<file path="config.mk">
export PLATFORM = sky130hd
export DESIGN_NAME = wb_regfile_flat
export DESIGN_NICKNAME = d
export VERILOG_FILES = /design/src/rtl/mips_pkg.sv /design/src/rtl/wb_regfile_if.sv /design/src/rtl/wb_regfile_gpr_array.sv /design/src/rtl/wb_regfile.sv /design/src/flat_wrapper.sv
export SDC_FILE = /design/constraint.sdc
export NUM_CORES = 2
export LEC_CHECK = 0
export ABC_AREA = 1
export ABC_CLOCK_PERIOD_IN_PS = 1910
export BUFFER_PORTS_ARGS = -buffer_cell sky130_fd_sc_hd__buf_2
export CAP_MARGIN = 15
export CORE_MARGIN = 8
export CORE_UTILIZATION = 30
export DETAILED_ROUTE_END_ITERATION = 8
export GPL_ROUTABILITY_DRIVEN = 0
export PLACE_DENSITY = 0.5
export SLEW_MARGIN = 0
export SYNTH_ARGS = -nofsm -noshare
export SYNTH_HDL_FRONTEND = slang
export SYNTH_HIERARCHICAL = 1
export SYNTH_SLANG_ARGS = --single-unit
</file>
<file path="constraint.sdc">
create_clock -name clk -period 1.91 [get_ports clk]
set_input_delay 0.2865 -clock clk [delete_from_list [all_inputs] [get_ports clk]]
set_output_delay 0.2865 -clock clk [all_outputs]
set_load 0.02 [all_outputs]
</file>
<file path="src/rtl/mips_pkg.sv">
// Shared MIPS pipeline types and widths: register-file geometry and the
// commit record consumed by the trace monitor.
package mips_pkg;

    localparam int REG_W    = 5;
    localparam int DATA_W   = 32;
    localparam int NUM_REGS = 32;

    localparam logic [REG_W-1:0] ZERO_REG = 5'd0;

    // One retired register write. The destination field is called wreg
    // because reg is a reserved word.
    typedef struct packed {
        logic              valid;
        logic [DATA_W-1:0] pc;
        logic [REG_W-1:0]  wreg;
        logic [DATA_W-1:0] data;
    } commit_rec_t;

endpackage

</file>
<file path="src/rtl/wb_regfile_if.sv">
// W-stage bundle, decode read ports and commit trace of the write-back stage.
// master = pipeline side driving the W-stage bundle and read addresses,
// slave  = wb_regfile.
interface wb_regfile_if;
    import mips_pkg::*;

    logic              MemtoReg_W2;
    logic              RegWrite_W2;
    logic [DATA_W-1:0] ReadData_W2;
    logic [DATA_W-1:0] RegData_W2;
    logic [REG_W-1:0]  WriteReg_W2;
    logic [DATA_W-1:0] PC_W2;
    logic [REG_W-1:0]  A1_D;
    logic [REG_W-1:0]  A2_D;
    logic [DATA_W-1:0] RD1_D;
    logic [DATA_W-1:0] RD2_D;
    logic [DATA_W-1:0] WD_W;
    logic              CommitValid;
    logic [DATA_W-1:0] CommitPC;
    logic [DATA_W-1:0] CommitData;
    logic [REG_W-1:0]  CommitReg;
    logic [DATA_W-1:0] RetireCnt;

    modport master (
        output MemtoReg_W2, RegWrite_W2, ReadData_W2, RegData_W2, WriteReg_W2, PC_W2,
        output A1_D, A2_D,
        input  RD1_D, RD2_D, WD_W,
        input  CommitValid, CommitPC, CommitData, CommitReg, RetireCnt
    );

    modport slave (
        input  MemtoReg_W2, RegWrite_W2, ReadData_W2, RegData_W2, WriteReg_W2, PC_W2,
        input  A1_D, A2_D,
        output RD1_D, RD2_D, WD_W,
        output CommitValid, CommitPC, CommitData, CommitReg, RetireCnt
    );

endinterface

</file>
<file path="src/rtl/wb_regfile_gpr_array.sv">
// gpr_array: 31 general-purpose registers ($1..$31), one synchronous write
// port and two combinational read ports; $0 is not stored and reads as 0.
module gpr_array
    import mips_pkg::*;
(
    input  logic              clk,
    input  logic              reset,
    input  logic              i_we,
    input  logic [REG_W-1:0]  i_waddr,
    input  logic [DATA_W-1:0] i_wdata,
    input  logic [REG_W-1:0]  i_ra1,
    input  logic [REG_W-1:0]  i_ra2,
    output logic [DATA_W-1:0] o_rd1,
    output logic [DATA_W-1:0] o_rd2
);

    logic [DATA_W-1:0] r_regs [1:NUM_REGS-1];

    // Storage: cleared asynchronously by reset, written on the rising edge.
    // NOTE: this array is reset on purpose -- every register must read 0
    // immediately on reset, so it maps to flops rather than a RAM macro.
    always_ff @(posedge clk or negedge reset) begin
        if (!reset) begin
            for (int i = 1; i < NUM_REGS; i++) begin
                r_regs[i] <= '0;
            end
        end else if (i_we && (i_waddr != ZERO_REG)) begin
            r_regs[i_waddr] <= i_wdata;
        end
    end

    assign o_rd1 = (i_ra1 == ZERO_REG) ? '0 : r_regs[i_ra1];
    assign o_rd2 = (i_ra2 == ZERO_REG) ? '0 : r_regs[i_ra2];

endmodule

</file>
<file path="src/rtl/wb_regfile.sv">
// wb_regfile: MIPS write-back stage plus general-purpose register file.
// Selects the write-back datum, commits it to gpr_array, and keeps a
// registered commit record and a wrapping retired-write counter.
// Optional macro WB_REGFILE_BYPASS_EN: same-cycle write-before-read on the
// decode read ports (removes the W->D forwarding path in the hazard unit).
module wb_regfile
    import mips_pkg::*;
(
    input  logic        clk,
    input  logic        reset,
    wb_regfile_if.slave bus
);

    logic [DATA_W-1:0] w_wd;
    logic              w_commit;
    logic [DATA_W-1:0] w_rd1_raw;
    logic [DATA_W-1:0] w_rd2_raw;
    logic [DATA_W-1:0] w_rd1;
    logic [DATA_W-1:0] w_rd2;
    commit_rec_t       r_commit;
    logic [DATA_W-1:0] r_retire_cnt;

    assign w_wd = bus.MemtoReg_W2 ? bus.ReadData_W2 : bus.RegData_W2;

    // A write to $0 is discarded and never counts as a commit.
    assign w_commit = reset && bus.RegWrite_W2 && (bus.WriteReg_W2 != ZERO_REG);

    gpr_array u_gpr (
        .clk     (clk),
        .reset   (reset),
        .i_we    (w_commit),
        .i_waddr (bus.WriteReg_W2),
        .i_wdata (w_wd),
        .i_ra1   (bus.A1_D),
        .i_ra2   (bus.A2_D),
        .o_rd1   (w_rd1_raw),
        .o_rd2   (w_rd2_raw)
    );

    // Read-port bypass: optionally forward the datum being committed this cycle.
    // NOTE: outputs get a default first so no path through this block infers a latch.
    always_comb begin
        w_rd1 = w_rd1_raw;
        w_rd2 = w_rd2_raw;
`ifdef WB_REGFILE_BYPASS_EN
        if (w_commit && (bus.A1_D == bus.WriteReg_W2)) w_rd1 = w_wd;
        if (w_commit && (bus.A2_D == bus.WriteReg_W2)) w_rd2 = w_wd;
`endif
    end

    // Commit record: valid pulses per commit, payload holds between commits.
    // NOTE: sequential state uses non-blocking assignments so every flop
    // samples pre-edge values regardless of block ordering.
    always_ff @(posedge clk or negedge reset) begin
        if (!reset) begin
            r_commit <= '0;
        end else begin
            r_commit.valid <= w_commit;
            if (w_commit) begin
                r_commit.pc   <= bus.PC_W2;
                r_commit.wreg <= bus.WriteReg_W2;
                r_commit.data <= w_wd;
            end
        end
    end

    // Retired-write counter, wraps silently.
    always_ff @(posedge clk or negedge reset) begin
        if (!reset) begin
            r_retire_cnt <= '0;
        end else if (w_commit) begin
            r_retire_cnt <= r_retire_cnt + 32'd1;
        end
    end

    assign bus.WD_W        = w_wd;
    assign bus.RD1_D       = w_rd1;
    assign bus.RD2_D       = w_rd2;
    assign bus.CommitValid = r_commit.valid;
    assign bus.CommitPC    = r_commit.pc;
    assign bus.CommitReg   = r_commit.wreg;
    assign bus.CommitData  = r_commit.data;
    assign bus.RetireCnt   = r_retire_cnt;

endmodule

</file>
<file path="src/flat_wrapper.sv">
// flat-port wrapper written by rule: the top's interface ports become plain ports
module wb_regfile_flat import mips_pkg::*;
  (clk, reset, bus_MemtoReg_W2, bus_RegWrite_W2, bus_ReadData_W2, bus_RegData_W2, bus_WriteReg_W2, bus_PC_W2, bus_A1_D, bus_A2_D, bus_RD1_D, bus_RD2_D, bus_WD_W, bus_CommitValid, bus_CommitPC, bus_CommitData, bus_CommitReg, bus_RetireCnt);
  wb_regfile_if bus_i ();
  input  logic clk;
  input  logic reset;
  input wire logic [$bits(bus_i.MemtoReg_W2)-1:0] bus_MemtoReg_W2;
  input wire logic [$bits(bus_i.RegWrite_W2)-1:0] bus_RegWrite_W2;
  input wire logic [$bits(bus_i.ReadData_W2)-1:0] bus_ReadData_W2;
  input wire logic [$bits(bus_i.RegData_W2)-1:0] bus_RegData_W2;
  input wire logic [$bits(bus_i.WriteReg_W2)-1:0] bus_WriteReg_W2;
  input wire logic [$bits(bus_i.PC_W2)-1:0] bus_PC_W2;
  input wire logic [$bits(bus_i.A1_D)-1:0] bus_A1_D;
  input wire logic [$bits(bus_i.A2_D)-1:0] bus_A2_D;
  output wire logic [$bits(bus_i.RD1_D)-1:0] bus_RD1_D;
  output wire logic [$bits(bus_i.RD2_D)-1:0] bus_RD2_D;
  output wire logic [$bits(bus_i.WD_W)-1:0] bus_WD_W;
  output wire logic [$bits(bus_i.CommitValid)-1:0] bus_CommitValid;
  output wire logic [$bits(bus_i.CommitPC)-1:0] bus_CommitPC;
  output wire logic [$bits(bus_i.CommitData)-1:0] bus_CommitData;
  output wire logic [$bits(bus_i.CommitReg)-1:0] bus_CommitReg;
  output wire logic [$bits(bus_i.RetireCnt)-1:0] bus_RetireCnt;
  assign bus_i.MemtoReg_W2 = bus_MemtoReg_W2;
  assign bus_i.RegWrite_W2 = bus_RegWrite_W2;
  assign bus_i.ReadData_W2 = bus_ReadData_W2;
  assign bus_i.RegData_W2 = bus_RegData_W2;
  assign bus_i.WriteReg_W2 = bus_WriteReg_W2;
  assign bus_i.PC_W2 = bus_PC_W2;
  assign bus_i.A1_D = bus_A1_D;
  assign bus_i.A2_D = bus_A2_D;
  assign bus_RD1_D = bus_i.RD1_D;
  assign bus_RD2_D = bus_i.RD2_D;
  assign bus_WD_W = bus_i.WD_W;
  assign bus_CommitValid = bus_i.CommitValid;
  assign bus_CommitPC = bus_i.CommitPC;
  assign bus_CommitData = bus_i.CommitData;
  assign bus_CommitReg = bus_i.CommitReg;
  assign bus_RetireCnt = bus_i.RetireCnt;
  wb_regfile u_core (.clk(clk), .reset(reset), .bus(bus_i));
endmodule
</file>
==> impl_summary.log <==
INFO  metric ioPinCount = 313
INFO  metric final.setup.worst_slack = -0.491 ns
INFO  metric detail_route.vias_per_cell = 5.06
INFO  metric ys_warn_count = 6
INFO  metric layout-drive-gt1-share = 18.5%
INFO  metric die-height = 476 um
INFO  metric finalNonFillerCells = 13400
INFO  metric syn_area_per_cell = 6.45 um^2
INFO  metric final_nets = 10600
INFO  metric initial_utilization = between 30 and 40%
INFO  metric synth_sequential_area_ratio = 43.2%
INFO  metric worst_hold_path.num_cells = 5
INFO  metric numCtsBuffers = between 100 and 150
INFO  metric globalRouteMet1Util = 33.7%
INFO  metric synth_edf_count = 0
INFO  metric hold_ws = 0.0936 ns
INFO  metric post-route-drc-count = 0
INFO  metric worst_r2r_path_depth = 8
INFO  metric die_x = 476 um
INFO  metric worst_skew_pair.late_latency = around 0.8 ns
INFO  metric utilization = 39.6%
INFO  metric cts_h_tree_depth = 4
INFO  metric regToRegEndpoint = u_core/bus.RetireCnt[30]$_DFFE_PN0P_
INFO  metric hold_class = in2reg
INFO  metric setup.worst_path.start_class = flop
INFO  metric met3_usage = 4.28%
INFO  metric worstSetupEndpointType = output pin
INFO  metric dp_hpwl = approximately 190000 um
INFO  metric max-clock-path-buffers = 3
INFO  metric synthesis.nets = 9944
INFO  metric clock.fmax = 0.417 GHz
INFO  metric clk_root_buffer_cell = sky130_fd_sc_hd__clkbuf_16
INFO  metric slew_worst_pin = ~0.67 ns
INFO  metric syn_area = 0.0634 mm^2
INFO  metric required = roughly 1.6 ns
INFO  metric timing.final.crit_period = 2.40 ns
INFO  metric place.port_buffers = 312
INFO  metric drtIter0Drc = 7109
INFO  metric status = finished with violations
INFO  metric grt_pass1_wl = 425000 um
INFO  metric critPathKind = reg2out
INFO  metric vdd_ir_drop_max = roughly 0.93 mV
INFO  metric wire_length_reported_by_the_detailed_router = 286000 um
INFO  metric first_pass_iters = 6
INFO  metric setup.reg_to_reg.worst_slack = 0.37 ns
INFO  metric synthesized_flop_and_latch_total = about 1100
INFO  metric pin_count_of_the_biggest_net_entering_global_routing = roughly 110
INFO  metric fillers = 22000
INFO  metric rows = 168
INFO  metric layout_worst_path_cycle_share = 126%
INFO  metric cp_data_arrival_time = about 2.1 ns
INFO  metric grt_usage = roughly a quarter
INFO  metric postRouteAntennaNets = 0
INFO  metric hold_path_end = u_core/u_gpr/r_regs[106]$_DFFE_PN0P_
INFO  metric top_usage_layer = met2
INFO  metric tritoncts = yes
INFO  metric groute.layer.met2.usage = 38.6%
INFO  metric fp.dieArea = 0.226 mm^2
INFO  metric maxSlewHeadroom = 55.1%
INFO  metric grt_remaining_overflow = 0
INFO  metric path_max_fanout = 3
INFO  metric layout_stage_area_growth_over_the_synthesis_result = 31.3%
INFO  metric core_region_area = 0.210 mm^2
INFO  metric detailroute.via_count = around 68000
INFO  metric setup_violations = 64
INFO  metric synth_cell_types = 27
INFO  metric synth_top_flop_cell = sky130_fd_sc_hd__dfrtp_1
INFO  metric tritoncts_num_sinks = 1094
INFO  metric routedWlPerCell = 21.4 um
INFO  metric hold_path.startpoint = bus_RegData_W2[10]
INFO  metric power.density = 861 mW/mm^2
INFO  metric fin_skew = 0.00867 ns
INFO  metric finalMaxSlewViolations = 0
INFO  metric r2r-start = u_core/bus.RetireCnt[0]$_DFFE_PN0P_
INFO  metric leakage_power = 42.8 nW
INFO  metric syn_inst = 9828
INFO  metric finalHoldViolations = 0
INFO  metric clk_pin_slew = 0.06 ns
INFO  metric failed_checks = setup timing
INFO  metric count_of_placed_standard_cells_including_taps = approximately 13000
INFO  metric grt_pass1_vias = about 65000
INFO  metric rsz0062_at_grt = true
INFO  metric antenna_found_initial = 6
INFO  metric ffs_w_async_s_r_synth = 100%
INFO  metric drv.max_cap_violation_count = 0
-- layout by cell type (no fill, tap or decap), types with 6 or more instances in the layout --
cell type                       instances
sky130_fd_sc_hd__a21oi_2               12
sky130_fd_sc_hd__nand3_4               18
sky130_fd_sc_hd__nor2_2                13
sky130_fd_sc_hd__nand2_4               83
sky130_fd_sc_hd__o21ai_0              551
sky130_fd_sc_hd__nand2_2              173
sky130_fd_sc_hd__buf_12               283
sky130_fd_sc_hd__dfrtp_1             1094
sky130_fd_sc_hd__buf_2                240
sky130_fd_sc_hd__bufinv_16              6
sky130_fd_sc_hd__clkinv_8              11
sky130_fd_sc_hd__a21oi_1              207
sky130_fd_sc_hd__nor2_1               198
sky130_fd_sc_hd__dlygate4sd3_1         63
sky130_fd_sc_hd__inv_2                 72
sky130_fd_sc_hd__clkbuf_1              29
sky130_fd_sc_hd__nor3_1                 8
sky130_fd_sc_hd__nor2_4                28
sky130_fd_sc_hd__xor2_1                12
sky130_fd_sc_hd__buf_4                500
sky130_fd_sc_hd__nand2_1             4612
sky130_fd_sc_hd__o21ai_1               36
sky130_fd_sc_hd__clkinv_2              22
sky130_fd_sc_hd__nand3_2              204
sky130_fd_sc_hd__inv_1                814
sky130_fd_sc_hd__clkbuf_8              26
sky130_fd_sc_hd__mux2_2                31
sky130_fd_sc_hd__nand3_1              957
sky130_fd_sc_hd__clkbuf_16            132
sky130_fd_sc_hd__buf_6                 71
-- power by group --
part | internal, mW | switching (mW) | total, mW
Clock | 14.7 | 11.0 | 25.7
Combinational | 6.46 | 10.5 | 16.9
Sequential | 26.5 | 2.52 | 29.0
Total | 47.6 | 24.0 | 71.6
-- how the worst max path moves through the flow --
| stage | start | to | slack, ns | cells after the start |
|---|---|---|---|---|
| 3_5_place_dp | bus_A1_D[0] | bus_RD1_D[17] | -0.48 | 15 |
| 2_1_floorplan | bus_A1_D[0] | bus_RD1_D[12] | 0.005 | 12 |
| 6_report | u_core/u_gpr/r_regs[433]$_DFFE_PN0P_ | bus_RD1_D[17] | -0.49 | 11 |
| 3_3_place_gp | bus_A1_D[0] | bus_RD1_D[17] | -0.51 | 15 |
| 5_1_grt | u_core/u_gpr/r_regs[433]$_DFFE_PN0P_ | bus_RD1_D[17] | -0.58 | 11 |
| 4_1_cts | u_core/u_gpr/r_regs[433]$_DFFE_PN0P_ | bus_RD1_D[17] | -0.54 | 11 |
-- critical path, stage by stage (launching register included) --
cell                      delay, ns
sky130_fd_sc_hd__dfrtp_1       0.39
sky130_fd_sc_hd__inv_1         0.07
sky130_fd_sc_hd__nand2_1       0.08
sky130_fd_sc_hd__nand3_2       0.08
sky130_fd_sc_hd__nand2_2       0.07
sky130_fd_sc_hd__nand2_1       0.04
sky130_fd_sc_hd__nand2_1       0.09
sky130_fd_sc_hd__inv_2         0.05
sky130_fd_sc_hd__nand2_4       0.08
sky130_fd_sc_hd__nand2_4       0.06
sky130_fd_sc_hd__nand2_4       0.15
sky130_fd_sc_hd__buf_6         0.14
-- flip-flops by register name, summed over array words and instances (netlist names) --
register / cells
u_core/u_gpr/r_regs: 992
u_core/bus.CommitPC: 32
u_core/bus.RetireCnt: 32
u_core/bus.CommitData: 32
u_core/bus.CommitValid: 1
u_core/bus.CommitReg: 5
-- through the flow --
stage	area, um^2	setup TNS [ns]	power (mW)	setup slack [ns]
finish	83200	-24.72	71.6	-0.491
global route	83200	-30.75	75.1	-0.579
detailed placement	74700	-48.62	44.4	-0.482
CTS	81900	-27.88	71.4	-0.542
floorplan	63400	0	37.5	0.00498
global placement	74700	-41.60	44.2	-0.512
-- cell families (layout without fill, tap and decap cells) --
family | Yosys count | in the layout | share of synthesized area (%)
AOI/OAI and AO/OA | 807 | 807 | 6.37
xor gates and xnor gates | 16 | 16 | 0.221
adders and majority gates | 1 | 1 | 0.0197
buffers and inverters | 1572 | 2290 | 9.71
DFF | 1094 | 1094 | 43.2
muxes | 32 | 32 | 0.569
other | 0 | 4 | 0
and+or+nand+nor | 6306 | 6306 | 39.9
-- area by class of cell --
class	count	area (um^2)	area share, %
Inverter	895	3400	4.09
Antenna cell	4	10.0	0.0120
Sequential cell	1094	27400	32.9
Clock buffer	187	3770	4.53
Tap cell	2805	3510	4.22
Multi-Input combinational cell	7162	32400	38.9
Timing Repair Buffer	1164	12200	14.6
Clock inverter	44	543	0.653
-- layer usage --
metal | vias up | share of wire (%)
met5 | - | 0
met4 | 0 | 4.1
met3 | 598 | 8.3
met2 | 3182 | 44
met1 | 32200 | 43
li1 | 31500 | -
-- cells in the mapped netlist, types with 10 or more instances --
master | n | area (um^2)
sky130_fd_sc_hd__o21ai_0 | 571 | 2860
sky130_fd_sc_hd__nand3_1 | 1179 | 5900
sky130_fd_sc_hd__nand2_1 | 4865 | 18300
sky130_fd_sc_hd__buf_1 | 62 | 233
sky130_fd_sc_hd__nor2_1 | 223 | 837
sky130_fd_sc_hd__xor2_1 | 12 | 105
sky130_fd_sc_hd__inv_2 | 15 | 56.3
sky130_fd_sc_hd__inv_1 | 880 | 3300
sky130_fd_sc_hd__buf_4 | 10 | 75.1
sky130_fd_sc_hd__clkbuf_1 | 448 | 1680
sky130_fd_sc_hd__nor2_2 | 10 | 62.6
sky130_fd_sc_hd__buf_2 | 153 | 766
sky130_fd_sc_hd__mux2_2 | 31 | 349
sky130_fd_sc_hd__a21oi_1 | 219 | 1100
sky130_fd_sc_hd__dfrtp_1 | 1094 | 27400
sky130_fd_sc_hd__o21ai_1 | 17 | 85.1
-- what timing repair did --
item,4_1_cts,5_1_grt
hold buffers,63,0
pin swaps,270,234
hold endpoints to repair,500,0
setup endpoints to repair,64,90
setup buffers,59,56
resized for setup,565,233
No activity file was read; power rests on OpenSTA's default activity.
